<file path="src/rtl/rr_mux4_arbiter_pkg.sv">
// ---------------------------------------------------------------------------
// rr_mux4_arbiter_pkg
// Shared definitions for the round-robin 4:1 mux arbiter.
//   N_REQ   : number of requesters sharing the output path
//   SEL_W   : width of the owner index / mux select
//   state_t : controller state (IDLE = nobody owns the path)
//   rr_pick : round-robin winner search starting after 'last'
//   onehot  : index -> one-hot grant vector
// ---------------------------------------------------------------------------
package rr_mux4_arbiter_pkg;

  localparam int N_REQ = 4;
  localparam int SEL_W = 2;

  typedef enum logic {
    IDLE  = 1'b0,
    GRANT = 1'b1
  } state_t;

  // Scan last+1, last+2, ... wrapping mod N_REQ; 'last' itself is scanned
  // at the very end, so the current owner only wins when alone.
  function automatic logic [SEL_W-1:0] rr_pick(input logic [N_REQ-1:0] req,
                                               input logic [SEL_W-1:0] last);
    logic [SEL_W-1:0] idx;
    logic [SEL_W-1:0] win;
    logic             found;
    win   = last;
    found = 1'b0;
    for (int i = 1; i <= N_REQ; i++) begin
      idx = last + SEL_W'(i);
      if (!found && req[idx]) begin
        win   = idx;
        found = 1'b1;
      end
    end
    return win;
  endfunction

  function automatic logic [N_REQ-1:0] onehot(input logic [SEL_W-1:0] idx);
    logic [N_REQ-1:0] v;
    v      = '0;
    v[idx] = 1'b1;
    return v;
  endfunction

endpackage

</file>
<file path="src/rtl/rr_mux4_arbiter_mux4x1.sv">
// ---------------------------------------------------------------------------
// rr_mux4_arbiter_mux4x1
// One-bit 4:1 multiplexer cell of the shared datapath.
//   d0..d3 : data inputs
//   s1, s0 : select, {s1,s0} = index of the forwarded input
//   y      : selected data
// ---------------------------------------------------------------------------
module rr_mux4_arbiter_mux4x1 (
  input  logic d0,
  input  logic d1,
  input  logic d2,
  input  logic d3,
  input  logic s1,
  input  logic s0,
  output logic y
);

  assign y = s1 ? (s0 ? d3 : d2) : (s0 ? d1 : d0);

endmodule

</file>
<file path="src/rtl/rr_mux4_arbiter.sv">
// ---------------------------------------------------------------------------
// rr_mux4_arbiter
// Round-robin arbiter that shares one 4:1 multiplexed path between four
// requesters, limiting how long one owner can hold the path under contention.
//   clk        : clock, rising edge
//   rst        : synchronous active-high reset
//   req[3:0]   : request lines, bit i = requester i wants the path
//   in0..in3   : requester data, DATA_W bits each
//   grant[3:0] : registered one-hot grant, zero when idle
//   sel1, sel0 : registered mux select (owner index), held while idle
//   out        : granted requester's data, zero when idle
//   busy       : registered, high while a requester owns the path
// Parameters: DATA_W data width; MAX_HOLD (1..255) max consecutive cycles an
// owner keeps the path while someone else is waiting.
// ---------------------------------------------------------------------------
module rr_mux4_arbiter
  import rr_mux4_arbiter_pkg::*;
#(
  parameter int DATA_W   = 1,
  parameter int MAX_HOLD = 4
) (
  input  logic              clk,
  input  logic              rst,
  input  logic [N_REQ-1:0]  req,
  input  logic [DATA_W-1:0] in0,
  input  logic [DATA_W-1:0] in1,
  input  logic [DATA_W-1:0] in2,
  input  logic [DATA_W-1:0] in3,
  output logic [N_REQ-1:0]  grant,
  output logic              sel1,
  output logic              sel0,
  output logic [DATA_W-1:0] out,
  output logic              busy
);

  localparam logic [7:0] HOLD_LAST = 8'(MAX_HOLD - 1);

  state_t            state, state_n;
  logic [N_REQ-1:0]  grant_n;
  logic [SEL_W-1:0]  sel, sel_n;
  logic [SEL_W-1:0]  last, last_n;
  logic [7:0]        hold_cnt, hold_n;
  logic [N_REQ-1:0]  others;
  logic [SEL_W-1:0]  winner;
  logic [DATA_W-1:0] mux_bits;

  // Reset leaves last=3 so requester 0 is first in line after reset.
  always_ff @(posedge clk) begin
    if (rst) begin
      state    <= IDLE;
      grant    <= '0;
      sel      <= '0;
      last     <= SEL_W'(N_REQ - 1);
      hold_cnt <= '0;
    end else begin
      state    <= state_n;
      grant    <= grant_n;
      sel      <= sel_n;
      last     <= last_n;
      hold_cnt <= hold_n;
    end
  end

  // The owner is always 'last', so rr_pick scanning from last naturally
  // excludes the owner whenever anyone else is requesting; this covers
  // both the release hand-over and the forced rotation.
  always_comb begin
    state_n = state;
    grant_n = grant;
    sel_n   = sel;
    last_n  = last;
    hold_n  = hold_cnt;
    others  = req & ~grant;
    winner  = rr_pick(req, last);

    unique case (state)
      IDLE: begin
        if (req != '0) begin
          state_n = GRANT;
          grant_n = onehot(winner);
          sel_n   = winner;
          last_n  = winner;
          hold_n  = '0;
        end
      end
      GRANT: begin
        if (!req[last]) begin
          if (others != '0) begin
            grant_n = onehot(winner);
            sel_n   = winner;
            last_n  = winner;
            hold_n  = '0;
          end else begin
            state_n = IDLE;
            grant_n = '0;
            hold_n  = '0;
          end
        end else if (others != '0) begin
          if (hold_cnt >= HOLD_LAST) begin
            grant_n = onehot(winner);
            sel_n   = winner;
            last_n  = winner;
            hold_n  = '0;
          end else begin
            hold_n  = hold_cnt + 8'd1;
          end
        end else begin
          // Alone on the path: count up to the limit and sit there so a
          // newcomer gets the path at the very next edge.
          hold_n = (hold_cnt >= HOLD_LAST) ? HOLD_LAST : hold_cnt + 8'd1;
        end
      end
      default: begin
        state_n = IDLE;
        grant_n = '0;
      end
    endcase
  end

  assign sel1 = sel[1];
  assign sel0 = sel[0];
  assign busy = (state == GRANT);

  for (genvar b = 0; b < DATA_W; b++) begin : g_mux
    rr_mux4_arbiter_mux4x1 u_mux (
      .d0 (in0[b]),
      .d1 (in1[b]),
      .d2 (in2[b]),
      .d3 (in3[b]),
      .s1 (sel1),
      .s0 (sel0),
      .y  (mux_bits[b])
    );
  end

  // sel holds its last value while idle, so the path is gated off by grant.
  assign out = mux_bits & {DATA_W{|grant}};

endmodule

</file>
<file path="config.mk">
export PLATFORM = sky130hd
export DESIGN_NAME = rr_mux4_arbiter
export DESIGN_NICKNAME = d
export VERILOG_FILES = /design/src/rtl/rr_mux4_arbiter_pkg.sv /design/src/rtl/rr_mux4_arbiter_mux4x1.sv /design/src/rtl/rr_mux4_arbiter.sv
export SDC_FILE = /design/constraint.sdc
export NUM_CORES = 1
export LEC_CHECK = 0
export ABC_AREA = 1
export CAP_MARGIN = 30
export CORE_ASPECT_RATIO = 0.8
export CORE_MARGIN = 2
export CORE_UTILIZATION = 40
export DETAILED_ROUTE_END_ITERATION = 6
export HOLD_SLACK_MARGIN = 0.12
export PLACE_DENSITY_LB_ADDON = 0.1
export SYNTH_ARGS = -nofsm -noshare
export SYNTH_HDL_FRONTEND = slang
export SYNTH_SLANG_ARGS = --single-unit
export TNS_END_PERCENT = 5
</file>
<file path="constraint.sdc">
create_clock -name clk -period 1.39 [get_ports clk]
set_input_delay 0.3475 -clock clk [delete_from_list [all_inputs] [get_ports clk]]
set_output_delay 0.3475 -clock clk [all_outputs]
set_load 0.02 [all_outputs]
</file>
==> results of run 1 <==
-- routing by layer --
layer | vias up | GRT usage (%) | wire (um)
met5 | - | 0 | 0
met4 | 0 | 3.19 | 20
met3 | 4 | 5.16 | 129
met2 | 28 | 30.9 | 1270
met1 | 551 | 27.3 | 1550
li1 | 635 | - | -
-- worst max path at each step --
stage | end | slack [ns] | cells past startpoint
2_1_floorplan | out | -0.02 | 4
3_3_place_gp | out | -0.69 | 6
3_5_place_dp | out | -0.75 | 6
4_1_cts | out | -0.16 | 5
5_1_grt | grant[0] | -0.27 | 12
6_report | out | -0.13 | 5
-- registers in the layout (all words and copies together) (netlist names) --
register	cells
busy	1
grant	4
hold_cnt	8
last	2
sel	2
-- through the flow --
stage | area (sq um) | TNS, ns
2_1_floorplan | 1180 | -0.0210
3_3_place_gp | 1620 | -7.73
3_5_place_dp | 1620 | -8.27
4_1_cts | 1650 | -0.887
5_1_grt | 1690 | -2.26
6_report | 1690 | -0.903
-- area by class of cell --
type / count / area share [%]
tap: 38 / 2.81
clock buffer: 3 / 1.33
sequential: 17 / 21.0
timing repair buffer: 47 / 22.0
multi-input combinational: 122 / 46.7
clock inverter: 1 / 0.296
inverter: 24 / 5.92
-- timing repair --
| action | in CTS | in global routing |
|---|---|---|
| pin swaps | 8 | 4 |
| buffers inserted | 0 | 1 |
| hold buffers | 0 | 0 |
| endpoints found under the setup margin | 23 | 18 |
| resized for setup | 49 | 17 |
| gates cloned | 0 | 0 |
-- power groups by stage --
stage	combinational, mW	sequential, mW	clock, mW
detailed placement	2.26	0.697	0
global route	2.60	0.756	0.309
finish	2.40	0.740	0.277
CTS	2.22	0.735	0.284
floorplan	1.31	0.789	0
global placement	2.22	0.695	0
-- kinds of logic (layout without fill, tap and decap cells) --
family                     after synthesis  count (layout)  share of synthesized area [%]
and+or+nand+nor                         95              95                           46.0
buffers and inverters                   26              75                           9.82
AOI/OAI and AO/OA                       24              24                           12.6
DFF                                     17              17                           29.0
xor gates and xnor gates                 2               2                           1.49
adders and majority gates                1               1                           1.07
-- cell usage in the layout (no fill, tap or decap), drive strengths merged, types with 3 or more instances in the layout --
master       instances
a21oi               12
buf                 36
clkbuf               3
dfxtp               17
dlygate4sd2          7
inv                 24
nand2               53
nand3               12
nand4                5
nor2                19
o211ai               3
o21ai                7
-- worst reg2reg max path, cell delays in order (launching register included) --
cell	delay, ns
sky130_fd_sc_hd__dfxtp_2	0.36
sky130_fd_sc_hd__buf_12	0.13
sky130_fd_sc_hd__inv_8	0.05
sky130_fd_sc_hd__nand2_1	0.09
sky130_fd_sc_hd__nand2_4	0.07
sky130_fd_sc_hd__nand2_4	0.09
sky130_fd_sc_hd__nand2_4	0.08
sky130_fd_sc_hd__o21ai_1	0.15
sky130_fd_sc_hd__nand3_2	0.10
sky130_fd_sc_hd__nand2_4	0.11
sky130_fd_sc_hd__nor2_2	0.05
sky130_fd_sc_hd__nor2_1	0.09
sky130_fd_sc_hd__nor2_1	0.05
==> key figures, run 1 <==
Power and ir drop
  • VDD IR max: 911 uV
  • Net switching power: 1.66 mW
  • Standby leakage power: 0.814 nW
  • Pwr Total: 3.42 mW
  • Power per Cell Area: 2020 nW/um^2
  • Part of the total power dissipated in the clock network: 8.1%
  • Switch share: 48.7%
  • Sequential cell fraction of total power: 21.7%
  • Combinational share of power: 70.2%
  • Cell internal power dissipation: 1.75 mW

Worst setup path
  • Cell seen most often among critical-path stages: sky130_fd_sc_hd__nor2_1
  • Arrival time worst endpoint: 1.17 ns
  • Startpoint of the most critical setup path: sel[0]
  • Slowest-stage cell, CP: sky130_fd_sc_hd__dfxtp_4
  • Cells along the critical path: nor2_1, nor2_1, o21ai_1, a21oi_1, buf_4
  • Worst-case register-to-register setup slack: -0.13 ns
  • Crit-path max FO: 5
  • Worst reg2reg path endpoint: grant[0]
  • CP required: 1.04 ns
  • FF-to-FF path depth: 12
  • Delay of the slowest cell on the worst path: 0.38 ns
  • CP Capture Type: output port
  • Buffers & Inverters on Critical Path: 1
  • Reg2Reg Launch Point: last[0]
  • Type of element launching the critical path: flip-flop
  • Critical Setup Path Class: reg2out
  • Kind of cell adding the most delay to the critical path: flip-flops

STA
  • Tmin final: 1.52 ns
  • Setup repair after global routing missed its margin: yes
  • Peak Freq: 658 MHz
  • Setup violation total in the final timing report: 10
  • Number of max-slew violations in the final report: 0
  • Slew margin rel.: 85.1%
  • Final setup margin: -0.130 ns
  • Period utilisation layout: 109%
  • Hold Slack: 0.483 ns
  • Worst-margin pin slew: 0.222 ns
  • Final Hold Vio Count: 0
  • Post-Route Skew: 0.00534 ns

Clock network
  • Register clock-pin slew on the reported worst setup and hold paths: 0.11 ns
  • CTS tree: built
  • Later-pin clock latency in the skew report: 0.30 ns
  • Depth of the CTS H-tree: 1
  • Clock root buffer master: sky130_fd_sc_hd__clkbuf_4
  • TritonCTS Buffers: 3
  • Number of sinks handled by clock tree synthesis: 17
  • Number of buffers on the longest clock path: 2

Detailed routing
  • Detailed Route Iter0 Violations: 28
  • DRC violation count after routing: 0
  • Number of optimization iterations in the first detailed-route pass: 4
  • Antenna violation net count after detailed routing: 0
  • Total wire length: 2.97 mm
  • Via density: 4.83
  • Average detailed-routed wire length per instance: 11.8 um
  • Total number of vias: 1,218

Logic synthesis
  • Number of flip-flops and latches in the synthesized netlist: 17
  • Most common cell in the netlist: sky130_fd_sc_hd__nand2_1
  • Combined area of all synthesized cells: 1170 sq um
  • Cell types occupying the most area after synthesis: sky130_fd_sc_hd__dfxtp_1 29%, sky130_fd_sc_hd__nand2_1 11%, sky130_fd_sc_hd__nand2_2 6.4%
  • Yosys warning total: 0
  • Number of synthesized flops with an enable pin: 0
  • Post-synth top flop: sky130_fd_sc_hd__dfxtp_1
  • Avg Cell Area, Syn: 7.11 sq um
  • Ranking of synthesized cells by instance count: 35 x sky130_fd_sc_hd__nand2_1, 19 x sky130_fd_sc_hd__inv_1, 17 x sky130_fd_sc_hd__dfxtp_1
  • Share of flip-flops with an asynchronous set or reset: 0%
  • Yosys cell types: 31
  • Net count after synthesis: 176
  • Area share of the largest cell type after synthesis: 29.0%
  • Post-synthesis sequential area ratio: 29.0%
  • Cells after synthesis: 165
  • Top cell type by total area after synthesis: sky130_fd_sc_hd__dfxtp_1

Min path
  • Worst min-delay path endpoint: hold_cnt[7]
  • HP Class: reg2reg
  • WHS Path Cells: 2
  • Hold path startpoint: hold_cnt[7]

Finish
  • FF/Latch Area: 355 sq um
  • Post-route non-filler standard cell count: 252
  • Area growth from synthesis to final layout: 44.3%
  • Area taken by multi-input logic gates: 790 sq um
  • Fraction of final layout cells sized beyond drive strength 1: 46.3%
  • Filler Cell Count: 278
  • Final-stage net count: 226
  • Number of diodes added for antenna fixing: 0
  • Final standard cell utilization of the core: 61.2%

Placed design
  • Total of buffers placed on input and output ports: 17
  • Final estimated routing congestion in global placement: 0.834
  • Final HPWL DP: 2.33 mm
  • Placed cell count: 248
  • Setup slack at placement: -0.751 ns

Global routing
  • Maximum number of pins on one net before global-route repair: 12
  • GRT Total Usage: 19.6%
  • Number of antenna violations at the first check in global routing: 0
  • First-pass GRT wire length: 5.06 mm
  • Gr ovfl total: 0
  • Vias in the first global route: 1,157

Outcome
  • Result of the run: complete, but fails checks
  • Failing checks: setup timing

Floorplanning
  • Initial cell density of the core: 42.4%
  • Die Area: 3380 sq um
  • Std-Cell Core Area: 2770 sq um
  • I/O pin count: 18
  • Die Span Y: 52.4 um
  • Die X-Extent: 64.5 um
  • Cell Rows: 17

Job
  • Max-capacitance violation count: 0
(Power assumes the default switching activity.)
==> run 2: changes to the inputs <==
- CELL_PAD_IN_SITES_DETAIL_PLACEMENT: default -> 0
- CELL_PAD_IN_SITES_GLOBAL_PLACEMENT: default -> 1
- CORE_UTILIZATION: 40 -> 34
- CTS_CLUSTER_DIAMETER: default -> 60
- PLACE_DENSITY: default -> 0.83
- PLACE_DENSITY_LB_ADDON: 0.1 -> default
==> key figures, run 2 (synthesis results as in run 1) <==
Outcome
  • Result of the run: complete, but fails checks (unchanged)
  • Failing checks: setup timing (unchanged)

Worst setup path
  • Worst reg2reg path endpoint: grant[1] (was grant[0])
  • Delay of the slowest cell on the worst path: 0.38 ns (about the same)
  • Worst-case register-to-register setup slack: -0.12 ns (was -0.13 ns)
  • Type of element launching the critical path: flip-flop (unchanged)
  • CP Capture Type: output port (unchanged)
  • Buffers & Inverters on Critical Path: 1 (unchanged)
  • FF-to-FF path depth: 14 (was 12)
  • Critical Setup Path Class: reg2out (unchanged)
  • Kind of cell adding the most delay to the critical path: simple AND/OR/NAND/NOR gates (was flip-flops)
  • Crit-path max FO: 2 (was 5)
  • Reg2Reg Launch Point: last[0] (unchanged)
  • Levels on crit path: 3 (was 5)
  • Cells along the critical path: nor4_1, a21oi_1, buf_4 (was nor2_1, nor2_1, o21ai_1, a21oi_1, buf_4)
  • Arrival time worst endpoint: 1.21 ns (was 1.17 ns)
  • Slowest-stage cell, CP: sky130_fd_sc_hd__nor4_1 (was sky130_fd_sc_hd__dfxtp_4)
  • CP required: 1.04 ns (about the same)

Finish
  • Area taken by multi-input logic gates: 800 sq um (was 790 sq um)
  • Filler Cell Count: 334 (was 278)
  • Top flop regs: hold_cnt: 8 flops, grant: 4 flops (unchanged)
  • Final standard cell utilization of the core: 51.0% (was 61.2%)
  • Register with the highest flop count: hold_cnt (unchanged)
  • Commonest cells after routing, fill and taps aside: 29 x sky130_fd_sc_hd__nand2_1, 28 x sky130_fd_sc_hd__buf_4, 18 x sky130_fd_sc_hd__inv_1, 16 x sky130_fd_sc_hd__nand2_2 (was 30 x sky130_fd_sc_hd__buf_4, 29 x sky130_fd_sc_hd__nand2_1, 18 x sky130_fd_sc_hd__inv_1, 16 x sky130_fd_sc_hd__nand2_2, 13 x sky130_fd_sc_hd__nor2_1)
  • Number of diodes added for antenna fixing: 0 (unchanged)
  • Final-stage net count: 225 (was 226)
  • Number of flip-flops in the largest register: 8 (unchanged)
  • Area growth from synthesis to final layout: 46.7% (was 44.3%)
  • Fraction of final layout cells sized beyond drive strength 1: 45.1% (was 46.3%)
  • FF/Latch Area: 347 sq um (was 355 sq um)
  • Most common library cell in the layout ignoring fill and taps: sky130_fd_sc_hd__nand2_1 (was sky130_fd_sc_hd__buf_4)

Clock network
  • CTS tree: built (unchanged)
  • Later-pin clock latency in the skew report: 0.25 ns (was 0.30 ns)
  • Clock root buffer master: sky130_fd_sc_hd__clkbuf_8 (was sky130_fd_sc_hd__clkbuf_4)
  • Number of sinks handled by clock tree synthesis: 17 (unchanged)
  • Depth of the CTS H-tree: 1 (unchanged)
  • # hold bufs at CTS: 0 (unchanged)
  • TritonCTS Buffers: 3 (unchanged)
  • Number of buffers on the longest clock path: 2 (unchanged)
  • Register clock-pin slew on the reported worst setup and hold paths: 0.06 ns (was 0.11 ns)

Placed design
  • Setup slack at placement: -0.799 ns (was -0.751 ns)
  • Final estimated routing congestion in global placement: 0.770 (was 0.834)
  • Final HPWL DP: 2.29 mm (was 2.33 mm)
  • Total of buffers placed on input and output ports: 17 (unchanged)

STA
  • Hold Slack: 0.477 ns (was 0.483 ns)
  • Setup repair after global routing missed its margin: yes (unchanged)
  • Worst-margin pin slew: 0.369 ns (was 0.222 ns)
  • Number of max-slew violations in the final report: 0 (unchanged)
  • Period utilisation layout: 112% (was 109%)
  • Post-Route Skew: 0.00301 ns (was 0.00534 ns)
  • Final setup margin: -0.164 ns (was -0.130 ns)
  • Slew margin rel.: 75.2% (was 85.1%)
  • Final Hold Vio Count: 0 (unchanged)
  • Setup violation total in the final timing report: 8 (was 10)
  • Tmin final: 1.55 ns (was 1.52 ns)
  • Peak Freq: 644 MHz (was 658 MHz)

Detailed routing
  • DRC violation count after routing: 0 (unchanged)
  • Number of optimization iterations in the first detailed-route pass: 4 (unchanged)
  • Antenna violation net count after detailed routing: 0 (unchanged)
  • Via density: 4.80 (was 4.83)
  • Average detailed-routed wire length per instance: 11.7 um (was 11.8 um)
  • Total wire length: 2.98 mm (was 2.97 mm)
  • Detailed Route Iter0 Violations: 55 (was 28)
  • Total number of vias: 1,224 (was 1,218)

Power and ir drop
  • Power per Cell Area: 1980 nW/um^2 (was 2020 nW/um^2)
  • VDD IR max: 860 uV (was 911 uV)
  • Standby leakage power: 0.810 nW (was 0.814 nW)
  • Pwr Total: 3.40 mW (was 3.42 mW)

Floorplanning
  • I/O pin count: 18 (unchanged)
  • Std-Cell Core Area: 3380 sq um (was 2770 sq um)
  • Cell Rows: 19 (was 17)
  • Die Span Y: 56.5 um (was 52.4 um)
  • Initial cell density of the core: 34.7% (was 42.4%)
  • Die X-Extent: 69.7 um (was 64.5 um)
  • Die Area: 3940 sq um (was 3380 sq um)

Global routing
  • Maximum number of pins on one net before global-route repair: 12 (unchanged)
  • Vias in the first global route: 1,087 (was 1,157)
  • First-pass GRT wire length: 4.94 mm (was 5.06 mm)
  • GRT Total Usage: 15.6% (was 19.6%)
  • Gr ovfl total: 0 (unchanged)
  • Number of antenna violations at the first check in global routing: 0 (unchanged)

Min path
  • WHS Path Cells: 2 (unchanged)
  • Hold path startpoint: hold_cnt[2] (was hold_cnt[7])
  • HP Class: reg2reg (unchanged)
  • Worst min-delay path endpoint: hold_cnt[2] (was hold_cnt[7])

Job
  • Max-capacitance violation count: 0 (unchanged)
[run 2: changes by cell type in the layout (fill, tap and decap cells not counted), moves of 2 or more]
cell / change
sky130_fd_sc_hd__clkbuf_8: +3
sky130_fd_sc_hd__nor2_2: +2
sky130_fd_sc_hd__dfxtp_2: -4
sky130_fd_sc_hd__buf_2: -5
sky130_fd_sc_hd__clkbuf_4: -3
sky130_fd_sc_hd__dfxtp_1: +5
sky130_fd_sc_hd__buf_4: -2
sky130_fd_sc_hd__clkbuf_2: +5
[run 2: metrics by stage]
stage	std cells	area (sq um)	TNS (ns)
finish	255	1720	-0.756
global route	255	1720	-1.93
CTS	254	1670	-0.566
detailed placement	250	1620	-8.17
global placement	250	1620	-7.61
floorplan	165	1180	-0.0210
[run 2: metal layers]
layer / global-route usage, % / share of wire [%] / vias up
met5: 0 / 0 / -
met3: 4.13 / 6.6 / 0
met1: 22.0 / 46 / 566
li1: - / - / 625
met4: 3.30 / 0 / 0
met2: 24.2 / 47 / 33
[run 2: power by group]
group / internal, mW / switching (mW) / total [mW]
Clock: 0.199 / 0.163 / 0.362
Sequential: 0.608 / 0.0902 / 0.698
Combinational: 0.972 / 1.37 / 2.34
[run 2: how the worst max path moves through the flow]
stage | start | end
after global routing | grant[0] | grant[0]
after floorplan | sel[0] | out
after global placement | in0 | out
after CTS | grant[1] | out
after detailed placement | in0 | out
final | grant[1] | out
[run 2: area by class of cell]
class                   instances  area share (%)
multi-input cells             122            46.5
flip-flops and latches         17            20.1
inverters                      24            5.75
well taps                      42            3.05
clock inverters                 1           0.291
clock buffers                   3            2.40
repair buffers                 46            21.9
[run 2: worst min-delay path, cell delays in order, from the launching register on]
cell and delay (ns):
sky130_fd_sc_hd__dfxtp_1 0.32, sky130_fd_sc_hd__inv_1 0.07, sky130_fd_sc_hd__nor3_1 0.05
[run 2: repair_timing]
action / 4_1_cts / 5_1_grt
pin swaps: 7 / 10
setup buffers: 0 / 1
endpoints found under the setup margin: 24 / 20
resized for setup: 31 / 24
